## config.mk

```make
export PLATFORM = sky130hd
export DESIGN_NAME = uart_flow_echo
export DESIGN_NICKNAME = d
export VERILOG_FILES = /design/src/rtl/uart_flow_echo.sv
export SDC_FILE = /design/constraint.sdc
export NUM_CORES = 1
export LEC_CHECK = 0
export CORE_UTILIZATION = 55
export DETAILED_ROUTE_END_ITERATION = 8
export HOLD_SLACK_MARGIN = 0.02
export PLACE_DENSITY_LB_ADDON = 0.1
export SLEW_MARGIN = 20
export SYNTH_ARGS = -nofsm -noshare
export SYNTH_HDL_FRONTEND = slang
export SYNTH_SLANG_ARGS = --single-unit
```

## constraint.sdc

```tcl
create_clock -name clock -period 4.1 [get_ports clock]
set_input_delay 0.82 -clock clock [delete_from_list [all_inputs] [get_ports clock]]
set_output_delay 0.82 -clock clock [all_outputs]
set_load 0.01 [all_outputs]
```

## src/rtl/uart_flow_echo.sv

```systemverilog
// uart_flow_echo
//   UART echo with a receive FIFO, software flow control (XON/XOFF) and a
//   cork/uncork hold-off. Received bytes are buffered and echoed; when the
//   FIFO fills past XOFF_LEVEL an XOFF is sent, and when it drains to
//   XON_LEVEL an XON follows. A CORK_CHAR byte holds echo output until an
//   UNCORK_CHAR byte arrives.
//
// Ports
//   clock           in   single clock
//   reset           in   asynchronous active-high reset (sync release inside)
//   uart_rx         in   8N1 serial in, asynchronous to clock
//   uart_tx         out  8N1 serial out
//   fill_o          out  FIFO occupancy, DEPTH_BITS+1 bits
//   overflow_o      out  sticky: a received byte was dropped (FIFO full)
//   framing_error_o out  sticky: a received frame had a 0 stop bit
//   led_rx, led_tx  out  stretched activity indicators
module uart_flow_echo #(
  parameter int          CLOCKS_PER_BAUD = 104,
  parameter int          DEPTH_BITS      = 5,
  parameter int          XOFF_LEVEL      = 24,
  parameter int          XON_LEVEL       = 8,
  parameter logic [7:0]  CORK_CHAR       = "e",
  parameter logic [7:0]  UNCORK_CHAR     = "z",
  parameter int          LED_CYCLES      = 600000
) (
  input  logic                  clock,
  input  logic                  reset,
  input  logic                  uart_rx,
  output logic                  uart_tx,
  output logic [DEPTH_BITS:0]   fill_o,
  output logic                  overflow_o,
  output logic                  framing_error_o,
  output logic                  led_rx,
  output logic                  led_tx
);

  localparam int DEPTH = 1 << DEPTH_BITS;
  localparam int HALF  = CLOCKS_PER_BAUD / 2;
  localparam int CNT_W = $clog2(CLOCKS_PER_BAUD);
  localparam int LED_W = $clog2(LED_CYCLES + 1);

  localparam logic [CNT_W-1:0]    BAUD_LAST   = CNT_W'(CLOCKS_PER_BAUD - 1);
  localparam logic [CNT_W-1:0]    BAUD_PENULT = CNT_W'(CLOCKS_PER_BAUD - 2);
  localparam logic [CNT_W-1:0]    HALF_LAST   = CNT_W'(HALF - 1);
  localparam logic [DEPTH_BITS:0] DEPTH_N     = (DEPTH_BITS + 1)'(DEPTH);
  localparam logic [DEPTH_BITS:0] XOFF_N      = (DEPTH_BITS + 1)'(XOFF_LEVEL);
  localparam logic [DEPTH_BITS:0] XON_N       = (DEPTH_BITS + 1)'(XON_LEVEL);
  localparam logic [LED_W-1:0]    LED_LOAD    = LED_W'(LED_CYCLES);
  localparam logic [7:0]          XOFF_CHAR   = 8'h13;
  localparam logic [7:0]          XON_CHAR    = 8'h11;

  typedef enum logic [2:0] {RX_IDLE, RX_START, RX_DATA, RX_STOP, RX_WAIT} rx_state_t;
  typedef enum logic {TX_IDLE, TX_BUSY} tx_state_t;

  // Reset synchroniser: asserts immediately, releases two edges later.
  logic rst_meta_q, rst_q;

  always_ff @(posedge clock or posedge reset) begin
    if (reset) begin
      rst_meta_q <= 1'b1;
      rst_q      <= 1'b1;
    end else begin
      rst_meta_q <= 1'b0;
      rst_q      <= rst_meta_q;
    end
  end

  // RX line synchroniser; idle-high so both stages reset to 1.
  logic rx_meta_q, rx_sync_q;

  always_ff @(posedge clock or posedge rst_q) begin
    if (rst_q) begin
      rx_meta_q <= 1'b1;
      rx_sync_q <= 1'b1;
    end else begin
      rx_meta_q <= uart_rx;
      rx_sync_q <= rx_meta_q;
    end
  end

  // RX state machine
  rx_state_t        rx_state_q;
  logic [CNT_W-1:0] rx_cnt_q;
  logic [2:0]       rx_bit_q;
  logic [7:0]       rx_shift_q;
  logic             rx_valid_q;
  logic             rx_ferr_q;

  always_ff @(posedge clock or posedge rst_q) begin
    if (rst_q) begin
      rx_state_q <= RX_IDLE;
      rx_cnt_q   <= '0;
      rx_bit_q   <= '0;
      rx_shift_q <= '0;
      rx_valid_q <= 1'b0;
      rx_ferr_q  <= 1'b0;
    end else begin
      rx_valid_q <= 1'b0;
      case (rx_state_q)
        RX_IDLE: begin
          if (!rx_sync_q) begin
            rx_state_q <= RX_START;
            rx_cnt_q   <= HALF_LAST;
          end
        end
        RX_START: begin
          // Mid-start resample: a line already back high was a glitch.
          if (rx_cnt_q != '0) begin
            rx_cnt_q <= rx_cnt_q - 1'b1;
          end else if (rx_sync_q) begin
            rx_state_q <= RX_IDLE;
          end else begin
            rx_state_q <= RX_DATA;
            rx_cnt_q   <= BAUD_LAST;
            rx_bit_q   <= '0;
          end
        end
        RX_DATA: begin
          if (rx_cnt_q != '0) begin
            rx_cnt_q <= rx_cnt_q - 1'b1;
          end else begin
            rx_shift_q <= {rx_sync_q, rx_shift_q[7:1]};
            rx_cnt_q   <= BAUD_LAST;
            if (rx_bit_q == 3'd7) begin
              rx_state_q <= RX_STOP;
            end else begin
              rx_bit_q <= rx_bit_q + 3'd1;
            end
          end
        end
        RX_STOP: begin
          if (rx_cnt_q != '0) begin
            rx_cnt_q <= rx_cnt_q - 1'b1;
          end else if (rx_sync_q) begin
            rx_valid_q <= 1'b1;
            rx_state_q <= RX_IDLE;
          end else begin
            rx_ferr_q  <= 1'b1;
            rx_state_q <= RX_WAIT;
          end
        end
        RX_WAIT: begin
          // A low stop bit may be a break; hold off until the line recovers.
          if (rx_sync_q) begin
            rx_state_q <= RX_IDLE;
          end
        end
        default: rx_state_q <= RX_IDLE;
      endcase
    end
  end

  // FIFO storage and arbitration
  logic [7:0]            mem [DEPTH];
  logic [DEPTH_BITS-1:0] wr_ptr_q, wr_ptr_d;
  logic [DEPTH_BITS-1:0] rd_ptr_q, rd_ptr_d;
  logic [DEPTH_BITS:0]   fill_q, fill_d;
  logic                  overflow_q, overflow_d;
  logic                  corked_q, corked_d;
  logic                  xoff_sent_q, xoff_sent_d;
  logic                  xoff_pend_q, xoff_pend_d;
  logic                  xon_pend_q, xon_pend_d;
  logic [LED_W-1:0]      led_rx_cnt_q, led_rx_cnt_d;
  logic [LED_W-1:0]      led_tx_cnt_q, led_tx_cnt_d;

  tx_state_t             tx_state_q;
  logic                  fifo_wr, fifo_rd, tx_idle, send_xoff, send_xon, tx_load;
  logic [7:0]            tx_byte;

  always_comb begin
    fifo_wr   = rx_valid_q && (fill_q < DEPTH_N);
    tx_idle   = (tx_state_q == TX_IDLE);
    // Flow-control characters win arbitration and bypass the cork.
    send_xoff = tx_idle && xoff_pend_q;
    send_xon  = tx_idle && xon_pend_q && !xoff_pend_q;
    fifo_rd   = tx_idle && !xoff_pend_q && !xon_pend_q && !corked_q && (fill_q != '0);
    tx_load   = send_xoff || send_xon || fifo_rd;

    tx_byte = mem[rd_ptr_q];
    if (send_xoff) begin
      tx_byte = XOFF_CHAR;
    end else if (send_xon) begin
      tx_byte = XON_CHAR;
    end

    wr_ptr_d = fifo_wr ? wr_ptr_q + 1'b1 : wr_ptr_q;
    rd_ptr_d = fifo_rd ? rd_ptr_q + 1'b1 : rd_ptr_q;

    fill_d = fill_q;
    if (fifo_wr && !fifo_rd) begin
      fill_d = fill_q + 1'b1;
    end else if (fifo_rd && !fifo_wr) begin
      fill_d = fill_q - 1'b1;
    end

    overflow_d = overflow_q || (rx_valid_q && !fifo_wr);

    // Cork state follows every accepted frame, stored or dropped.
    corked_d = corked_q;
    if (rx_valid_q && (rx_shift_q == CORK_CHAR)) begin
      corked_d = 1'b1;
    end else if (rx_valid_q && (rx_shift_q == UNCORK_CHAR)) begin
      corked_d = 1'b0;
    end

    xoff_sent_d = xoff_sent_q;
    if (send_xoff) begin
      xoff_sent_d = 1'b1;
    end else if (send_xon) begin
      xoff_sent_d = 1'b0;
    end

    xoff_pend_d = xoff_pend_q;
    if (send_xoff) begin
      xoff_pend_d = 1'b0;
    end else if ((fill_q >= XOFF_N) && !xoff_sent_q) begin
      xoff_pend_d = 1'b1;
    end

    xon_pend_d = xon_pend_q;
    if (send_xon) begin
      xon_pend_d = 1'b0;
    end else if ((fill_q <= XON_N) && xoff_sent_q) begin
      xon_pend_d = 1'b1;
    end

    led_rx_cnt_d = (led_rx_cnt_q != '0) ? led_rx_cnt_q - 1'b1 : '0;
    if (!rx_sync_q) begin
      led_rx_cnt_d = LED_LOAD;
    end
    led_tx_cnt_d = (led_tx_cnt_q != '0) ? led_tx_cnt_q - 1'b1 : '0;
    if (tx_load) begin
      led_tx_cnt_d = LED_LOAD;
    end
  end

  always_ff @(posedge clock or posedge rst_q) begin
    if (rst_q) begin
      wr_ptr_q     <= '0;
      rd_ptr_q     <= '0;
      fill_q       <= '0;
      overflow_q   <= 1'b0;
      corked_q     <= 1'b0;
      xoff_sent_q  <= 1'b0;
      xoff_pend_q  <= 1'b0;
      xon_pend_q   <= 1'b0;
      led_rx_cnt_q <= '0;
      led_tx_cnt_q <= '0;
    end else begin
      wr_ptr_q     <= wr_ptr_d;
      rd_ptr_q     <= rd_ptr_d;
      fill_q       <= fill_d;
      overflow_q   <= overflow_d;
      corked_q     <= corked_d;
      xoff_sent_q  <= xoff_sent_d;
      xoff_pend_q  <= xoff_pend_d;
      xon_pend_q   <= xon_pend_d;
      led_rx_cnt_q <= led_rx_cnt_d;
      led_tx_cnt_q <= led_tx_cnt_d;
    end
  end

  always_ff @(posedge clock) begin
    if (fifo_wr) begin
      mem[wr_ptr_q] <= rx_shift_q;
    end
  end

  // TX state machine
  logic             tx_q;
  logic [CNT_W-1:0] tx_cnt_q;
  logic [3:0]       tx_bit_q;
  logic [8:0]       tx_shift_q;

  always_ff @(posedge clock or posedge rst_q) begin
    if (rst_q) begin
      tx_state_q <= TX_IDLE;
      tx_q       <= 1'b1;
      tx_cnt_q   <= '0;
      tx_bit_q   <= '0;
      tx_shift_q <= '1;
    end else begin
      case (tx_state_q)
        TX_IDLE: begin
          if (tx_load) begin
            tx_state_q <= TX_BUSY;
            tx_q       <= 1'b0;
            tx_shift_q <= {1'b1, tx_byte};
            tx_cnt_q   <= '0;
            tx_bit_q   <= '0;
          end
        end
        TX_BUSY: begin
          // Leave one clock early in the stop bit so the idle-state
          // arbitration lands in the stop bit's last clock and the next
          // start bit follows with no gap.
          if ((tx_bit_q == 4'd9) && (tx_cnt_q == BAUD_PENULT)) begin
            tx_state_q <= TX_IDLE;
          end else if (tx_cnt_q == BAUD_LAST) begin
            tx_cnt_q   <= '0;
            tx_bit_q   <= tx_bit_q + 4'd1;
            tx_q       <= tx_shift_q[0];
            tx_shift_q <= {1'b1, tx_shift_q[8:1]};
          end else begin
            tx_cnt_q <= tx_cnt_q + 1'b1;
          end
        end
        default: tx_state_q <= TX_IDLE;
      endcase
    end
  end

  assign uart_tx         = tx_q;
  assign fill_o          = fill_q;
  assign overflow_o      = overflow_q;
  assign framing_error_o = rx_ferr_q;
  assign led_rx          = (led_rx_cnt_q != '0);
  assign led_tx          = (led_tx_cnt_q != '0);

endmodule

```

==> flow_summary.ini, run 1 <==
[synth]
synth-simple-area-share_pct = 8.91
synth_compound_area_share_pct = 6.70
netlist.area_leader.share_pct = 49.4
yosys_register_bits = 365
synth_xor_area_share_pct = 2.48
syn_inst = 1021
syn_nets = 1047
syn_area_sq_um = 15500
synth.avg_cell_area_sq_um = 15.2
synth_area_leaders = edfxtp_1 49%, dfrtp_1 15%, mux4_2 7.5%
synthArstFlopShare_pct = 29.9
synth-adder-area-share_pct = 1.90
synth_ff_type = edfxtp_1
synth.yosys.seq_area_share_pct = 67.1
ys_types = 74
muxShareOfSynthArea_pct = 10.2
post-synth-top-area-cell = edfxtp_1
yosysWarningCount = 0
synth_top_family_by_area = multiplexers
synth-edff-count = 256

[timing]
clock_skew_ps = 8.38
max_freq_ghz = 0.280
setup_viol = 0
setup_slack_ps = 526
rsz0062_at_grt = false
maxSlewHeadroom_pct = 31.8
fin_crit_ps = 3570
worst_slew_pin_slew_ps = 1020
slew_violations = 0
tns_ps = 0
fin_crit_sh_pct = 87.2
hold_viol = 0

[worst_setup_path]
crit_type = reg2out
critical_path.top_delay_family = simple AND/OR/NAND/NOR gates
critical_path.max_fanout = 10
crit_arrival_ps = 2750
critPathBufInv = 2
reg2reg_from = fill_o[0]$_DFFE_PP0P_
cp_cell_sequence = or4_4, nor4_4, and3_1, inv_1, clkdlybuf4s50_1
cpPeakStageDelay_ps = 570
crit_slowest_cell = or4_4
start_kind = flop
startpoint = led_rx_cnt_q[10]$_DFF_PP0_
cp.required_ps = 3280
crit_path_end_kind = primary output

[global_route]
grtUsageTotal_pct = 22.8
grt_pass1_wl_microns = 49300
grt_overflow = 0
antenna_found_initial = 0
grt_max_degree = 77
first_global_vias = 8464

[power_and_ir_drop]
p_clk_share_pct = 34.9
seqPwrFrac_pct = 47.0
internal_power_mw = 7.06
leakagePower_nw = 6.14
p_switching_mw = 2.74
swShare_pct = 28.0
power_density_nw_per_um2 = 567
p_comb_share_pct = 18.1
ir_drop_v = 0.000383

[clock_tree]
numCtsBuffers = 39
ctsHoldBuffers = 0
clk_latency_ps = 520
clkSlewWorstSetupHoldPaths_ps = 60
root_buffer = clkbuf_16
htree_num_levels = 2
cts.sinks = 365
cts_tree = built
post_cts_resized = 0
post_cts_buffers = 0
clockBufferDepth = 3

[floorplan]
ios = 14
die_area_sq_um = 28900
die_w_microns = 170
start_util_pct = 56.0
fp.coreArea_sq_um = 27800
row_count = 61
floorplan.die.height_microns = 170

[cells_and_area]
diodes = 0
area_growth_syn_to_layout_pct = 11.1
postLayoutCellArea_sq_um = 17300
nets = 1073
layout_commonest_cell = edfxtp_1
layout_common_cells = 256 x edfxtp_1, 95 x nor2_1, 94 x dfrtp_1
layout-drive-gt1-share_pct = 16.5
fill_cells = 2136

[min_path]
min_from = rst_meta_q$_DFF_PP1_
hp-class = reg2reg

[place]
place_area_sq_um = 16000
post-place-ws_ps = 727
io_buffers = 13
finalWeightedCongestion = 0.847
dpl.hpwl_microns = 19900

[routing]
firstDrtPassIters = 5
antenna_left = 0
avgRoutedWirePerCell_microns = 21.5
drcViolationCount = 0
routed_wl_microns = 31200
vias_per_cell = 5.95
dr.first_iter.drc_count = 666
vias = 8655

[flow_run]
drv_cap = 0

[outcome]
status = completed
final timing paths:
| check | to | slack, ps | depth (start not counted) |
|---|---|---|---|
| worst max-delay path | led_rx | 530 | 5 |
| worst min-delay path | rst_q$_DFF_PP1_ | 360 | 0 |
| worst max register to register | fill_o[5]$_DFFE_PP0P_ | 740 | 12 |
| worst min register to register | rst_q$_DFF_PP1_ | 360 | 0 |
| max in group asynchronous | led_tx_cnt_q[15]$_DFF_PP0_ | 2650 | 2 |
| min in group asynchronous | rx_shift_q[1]$_DFFE_PP0P_ | 460 | 1 |
logic make-up (layout without fill, tap and decap cells):
logic type,Yosys count,after routing
other cells,1,1
compound gates,154,154
mux,92,92
flops,365,365
simple gates,261,261
buf+inv,81,137
fa+ha+maj,23,23
xor+xnor,44,44
synthesized netlist by cell type (4+ instances only):
master    number
o22ai_1        4
o31ai_1        6
nand4_1        5
and3_1         6
o21ai_0       40
a21oi_1       25
nor4_4         5
nand3_1       22
xor2_1        18
or3_1          7
dfrtp_1       96
mux2i_1       29
a22oi_1       13
a22o_1         6
or2_2          6
a211oi_1       6
nand3b_1       6
mux2_2        11
o21a_1         4
o221ai_1      12
buf_2          7
edfxtp_1     256
ha_1          22
dfstp_2       13
buf_6         12
inv_1         34
xnor2_1       26
nor3_1        13
nor2b_1        4
clkbuf_1      22
nor4_1         7
buf_4          5
a21o_1         7
nand2b_1       7
mux4_2        52
a31oi_1        6
nand2_1       52
nor2_1        95
routing by layer:
layer  GRT usage, %  vias up  wire length, microns
li1               -     3947                     -
met1           33.6     4421                 14200
met2           35.1      222                 14500
met3           3.51       65                  1730
met4           7.17        0                   823
met5              0        -                     0
registers in the layout, summed over array words and instances, names as in the netlist, 5 cells and up:
signal and flops:
fill_o 6, led_rx_cnt_q 20, led_tx_cnt_q 20, mem 256
rd_ptr_q 5, rx_cnt_q 7, rx_shift_q 8, tx_cnt_q 7
tx_shift_q 8, wr_ptr_q 5
area by class of cell:
| class | count | area, sq um | share of cell area (%) |
|---|---|---|---|
| clock buffers | 53 | 1120 | 6.50 |
| clock inverters | 18 | 135 | 0.782 |
| inverters | 34 | 130 | 0.753 |
| well taps | 378 | 473 | 2.74 |
| flip-flops and latches | 365 | 10400 | 60.4 |
| repair buffers | 32 | 285 | 1.65 |
| multi-input cells | 575 | 4700 | 27.2 |
power by group through the flow:
stage | Combinational, mW | Sequential, mW | Clock (mW)
2_1_floorplan | 1.57 | 4.44 | 0
3_3_place_gp | 1.76 | 4.68 | 0
3_5_place_dp | 1.79 | 4.69 | 0
4_1_cts | 1.79 | 4.61 | 3.48
5_1_grt | 1.96 | 4.67 | 3.62
6_report | 1.77 | 4.61 | 3.42
stage by stage:
stage	util [%]	hold slack [ps]	total power, mW	cells
after floorplan	-	345	6.01	1021
final	62.2	355	9.80	1455
after CTS	62.2	357	9.88	1455
after global routing	62.2	363	10.2	1455
after global placement	57.7	346	6.44	1384
after detailed placement	57.7	348	6.47	1384
worst reg2reg max path, cell delays in order (launching register included):
cell     delay, ps
dfrtp_1        440
nor3_1         110
a31oi_1        530
and3_1         540
inv_1          120
ha_1           260
inv_1          190
ha_1           270
a21o_1         170
a21oi_1        230
or4_1          160
nand3_1         80
xor2_1         150
(Power assumes the default switching activity.)
==> run 2: changes to the inputs <==
--- a/config.mk
+++ b/config.mk
@@ -7,6 +7,7 @@
 export LEC_CHECK = 0
 export CORE_UTILIZATION = 55
 export DETAILED_ROUTE_END_ITERATION = 8
+export GPL_TIMING_DRIVEN = 0
 export HOLD_SLACK_MARGIN = 0.02
 export PLACE_DENSITY_LB_ADDON = 0.1
 export SLEW_MARGIN = 20
==> flow_summary.ini, run 2 (synthesis gave the netlist of run 1 again) <==
[worst_setup_path]
worst-path-stages = 13
critical_path.max_fanout = 10
cpPeakStageDelay_ps = 480
cp.required_ps = 4540
startpoint = fill_o[0]$_DFFE_PP0P_
ff2ff_path_depth = 13
start_kind = flop
crit_arrival_ps = 4030
worstSetupEndpoint = fill_o[5]$_DFFE_PP0P_
critPathBufInv = 3
crit_type = reg2reg
timing.reg2reg.setup_slack_ps = 500
r2r-end = fill_o[5]$_DFFE_PP0P_
critical_path.top_delay_family = simple AND/OR/NAND/NOR gates
reg2reg_from = fill_o[0]$_DFFE_PP0P_
crit_slowest_cell = or4_1
crit_path_end_kind = flop
cp_cell_sequence = nor3_1, a31oi_1, and3_1, buf_2, inv_1, ha_1, inv_1, ha_1, a21o_1, a21oi_1, or4_1, nand3_1, xor2_1

[clock_tree]
cts.sinks = 365
ctsHoldBuffers = 0
clockBufferDepth = 3
htree_num_levels = 2
post_cts_buffers = 0
clkSlewWorstSetupHoldPaths_ps = 60
clk_latency_ps = 530
post_cts_resized = 0
numCtsBuffers = 38
cts_tree = built
root_buffer = clkbuf_16

[cells_and_area]
fill_cells = 2076
top_regs = mem (256), led_rx_cnt_q (20), led_tx_cnt_q (20)
layout-drive-gt1-share_pct = 16.8
multi_input_area_sq_um = 4700
layout_common_cells = 256 x edfxtp_1, 95 x nor2_1, 88 x dfrtp_1
register_area_sq_um = 10400
fin_cells = 1478
largest_reg_flops = 256
max_flop_register = mem
nets = 1101
area_growth_syn_to_layout_pct = 11.6
post-route-util_pct = 62.5
layout_commonest_cell = edfxtp_1
diodes = 0

[global_route]
grt_pass1_wl_microns = 50700
grt_max_degree = 76
grtUsageTotal_pct = 23.8
first_global_vias = 8624
grt_overflow = 0
antenna_found_initial = 0

[timing]
worst_slew_pin_slew_ps = 1030
fin_crit_ps = 3600
clock_skew_ps = 22.1
slew_violations = 0
rsz0062_at_grt = false
maxSlewHeadroom_pct = 31.1
setup_viol = 0
hold_viol = 0
fin_crit_sh_pct = 87.7
max_freq_ghz = 0.278

[power_and_ir_drop]
ir_drop_v = 0.000291
power_density_nw_per_um2 = 564
leakagePower_nw = 6.15

[routing]
firstDrtPassIters = 5
dr.first_iter.drc_count = 767
avgRoutedWirePerCell_microns = 22.2
drcViolationCount = 0
routed_wl_microns = 32800
antenna_left = 0
vias_per_cell = 5.93
vias = 8767

[floorplan]
fp.coreArea_sq_um = 27800
floorplan.die.height_microns = 170
ios = 14
start_util_pct = 56.0
die_area_sq_um = 28900
die_w_microns = 170
row_count = 61

[place]
io_buffers = 13
dp_cells = 1413
dpl.hpwl_microns = 21200
finalWeightedCongestion = 0.859

[min_path]
hp-class = reg2async

[flow_run]
drv_cap = 0

[outcome]
status = completed
run 2: cell count changes in the layout (fill, tap and decap cells not counted), moves of 2 or more:
cell	change
buf_2	+7
buf_4	-13
buf_6	+12
clkbuf_1	+23
clkbuf_16	-3
clkinv_1	-2
clkinv_2	-2
dfrtp_1	-6
dfrtp_2	+7
inv_6	+2
run 2: how the worst min path moves through the flow:
| stage | from | to | slack, ps |
|---|---|---|---|
| after detailed placement | rst_q$_DFF_PP1_ | rx_shift_q[2]$_DFFE_PP0P_ | 240 |
| after global placement | rx_meta_q$_DFF_PP1_ | rx_sync_q$_DFF_PP1_ | 350 |
| after global routing | rst_q$_DFF_PP1_ | rx_bit_q[1]$_DFFE_PP0P_ | 260 |
| after CTS | rst_q$_DFF_PP1_ | rx_cnt_q[3]$_DFFE_PP0P_ | 240 |
| final | rst_q$_DFF_PP1_ | rx_bit_q[1]$_DFFE_PP0P_ | 230 |
| after floorplan | rst_meta_q$_DFF_PP1_ | rst_q$_DFF_PP1_ | 350 |
run 2: area by class of cell:
cell class | count | share of cell area, %
inverters | 34 | 0.764
well taps | 378 | 2.72
clock inverters | 13 | 0.577
repair buffers | 14 | 0.908
clock buffers | 52 | 6.13
plain buffers | 47 | 1.69
flip-flops and latches | 365 | 60.1
multi-input cells | 575 | 27.1
run 2: metrics by stage:
stage	total power, mW	setup TNS [ps]	setup slack [ps]	area, sq um	hold WS (ps)
finish	9.80	0	503	17400	231
global route	10.2	0	251	17400	265
CTS	9.87	0	459	17400	242
detailed placement	6.63	0	485	16200	241
global placement	6.61	-31040	-344	16200	345
floorplan	6.01	0	965	15500	345
run 2: power by group:
group	leakage (nW)	internal, mW	switching, mW
registers	3.71	4.18	0.238
clock network	0.571	1.88	1.37
logic	1.87	0.929	1.20
run 2: worst register-to-register path, stage by stage, from the launching register on:
cell	delay (ps)
dfrtp_1	450
nor3_1	390
a31oi_1	320
and3_1	310
buf_2	200
inv_1	160
ha_1	290
inv_1	150
ha_1	300
a21o_1	100
a21oi_1	100
or4_1	490
nand3_1	110
xor2_1	150
run 2: layer usage:
layer	track usage, %	share of wire (%)	vias to the layer above
met5	0	0	-
met4	8.34	3.0	0
met3	4.40	6.3	63
met2	35.7	45	266
met1	35.2	46	4435
li1	-	-	4003
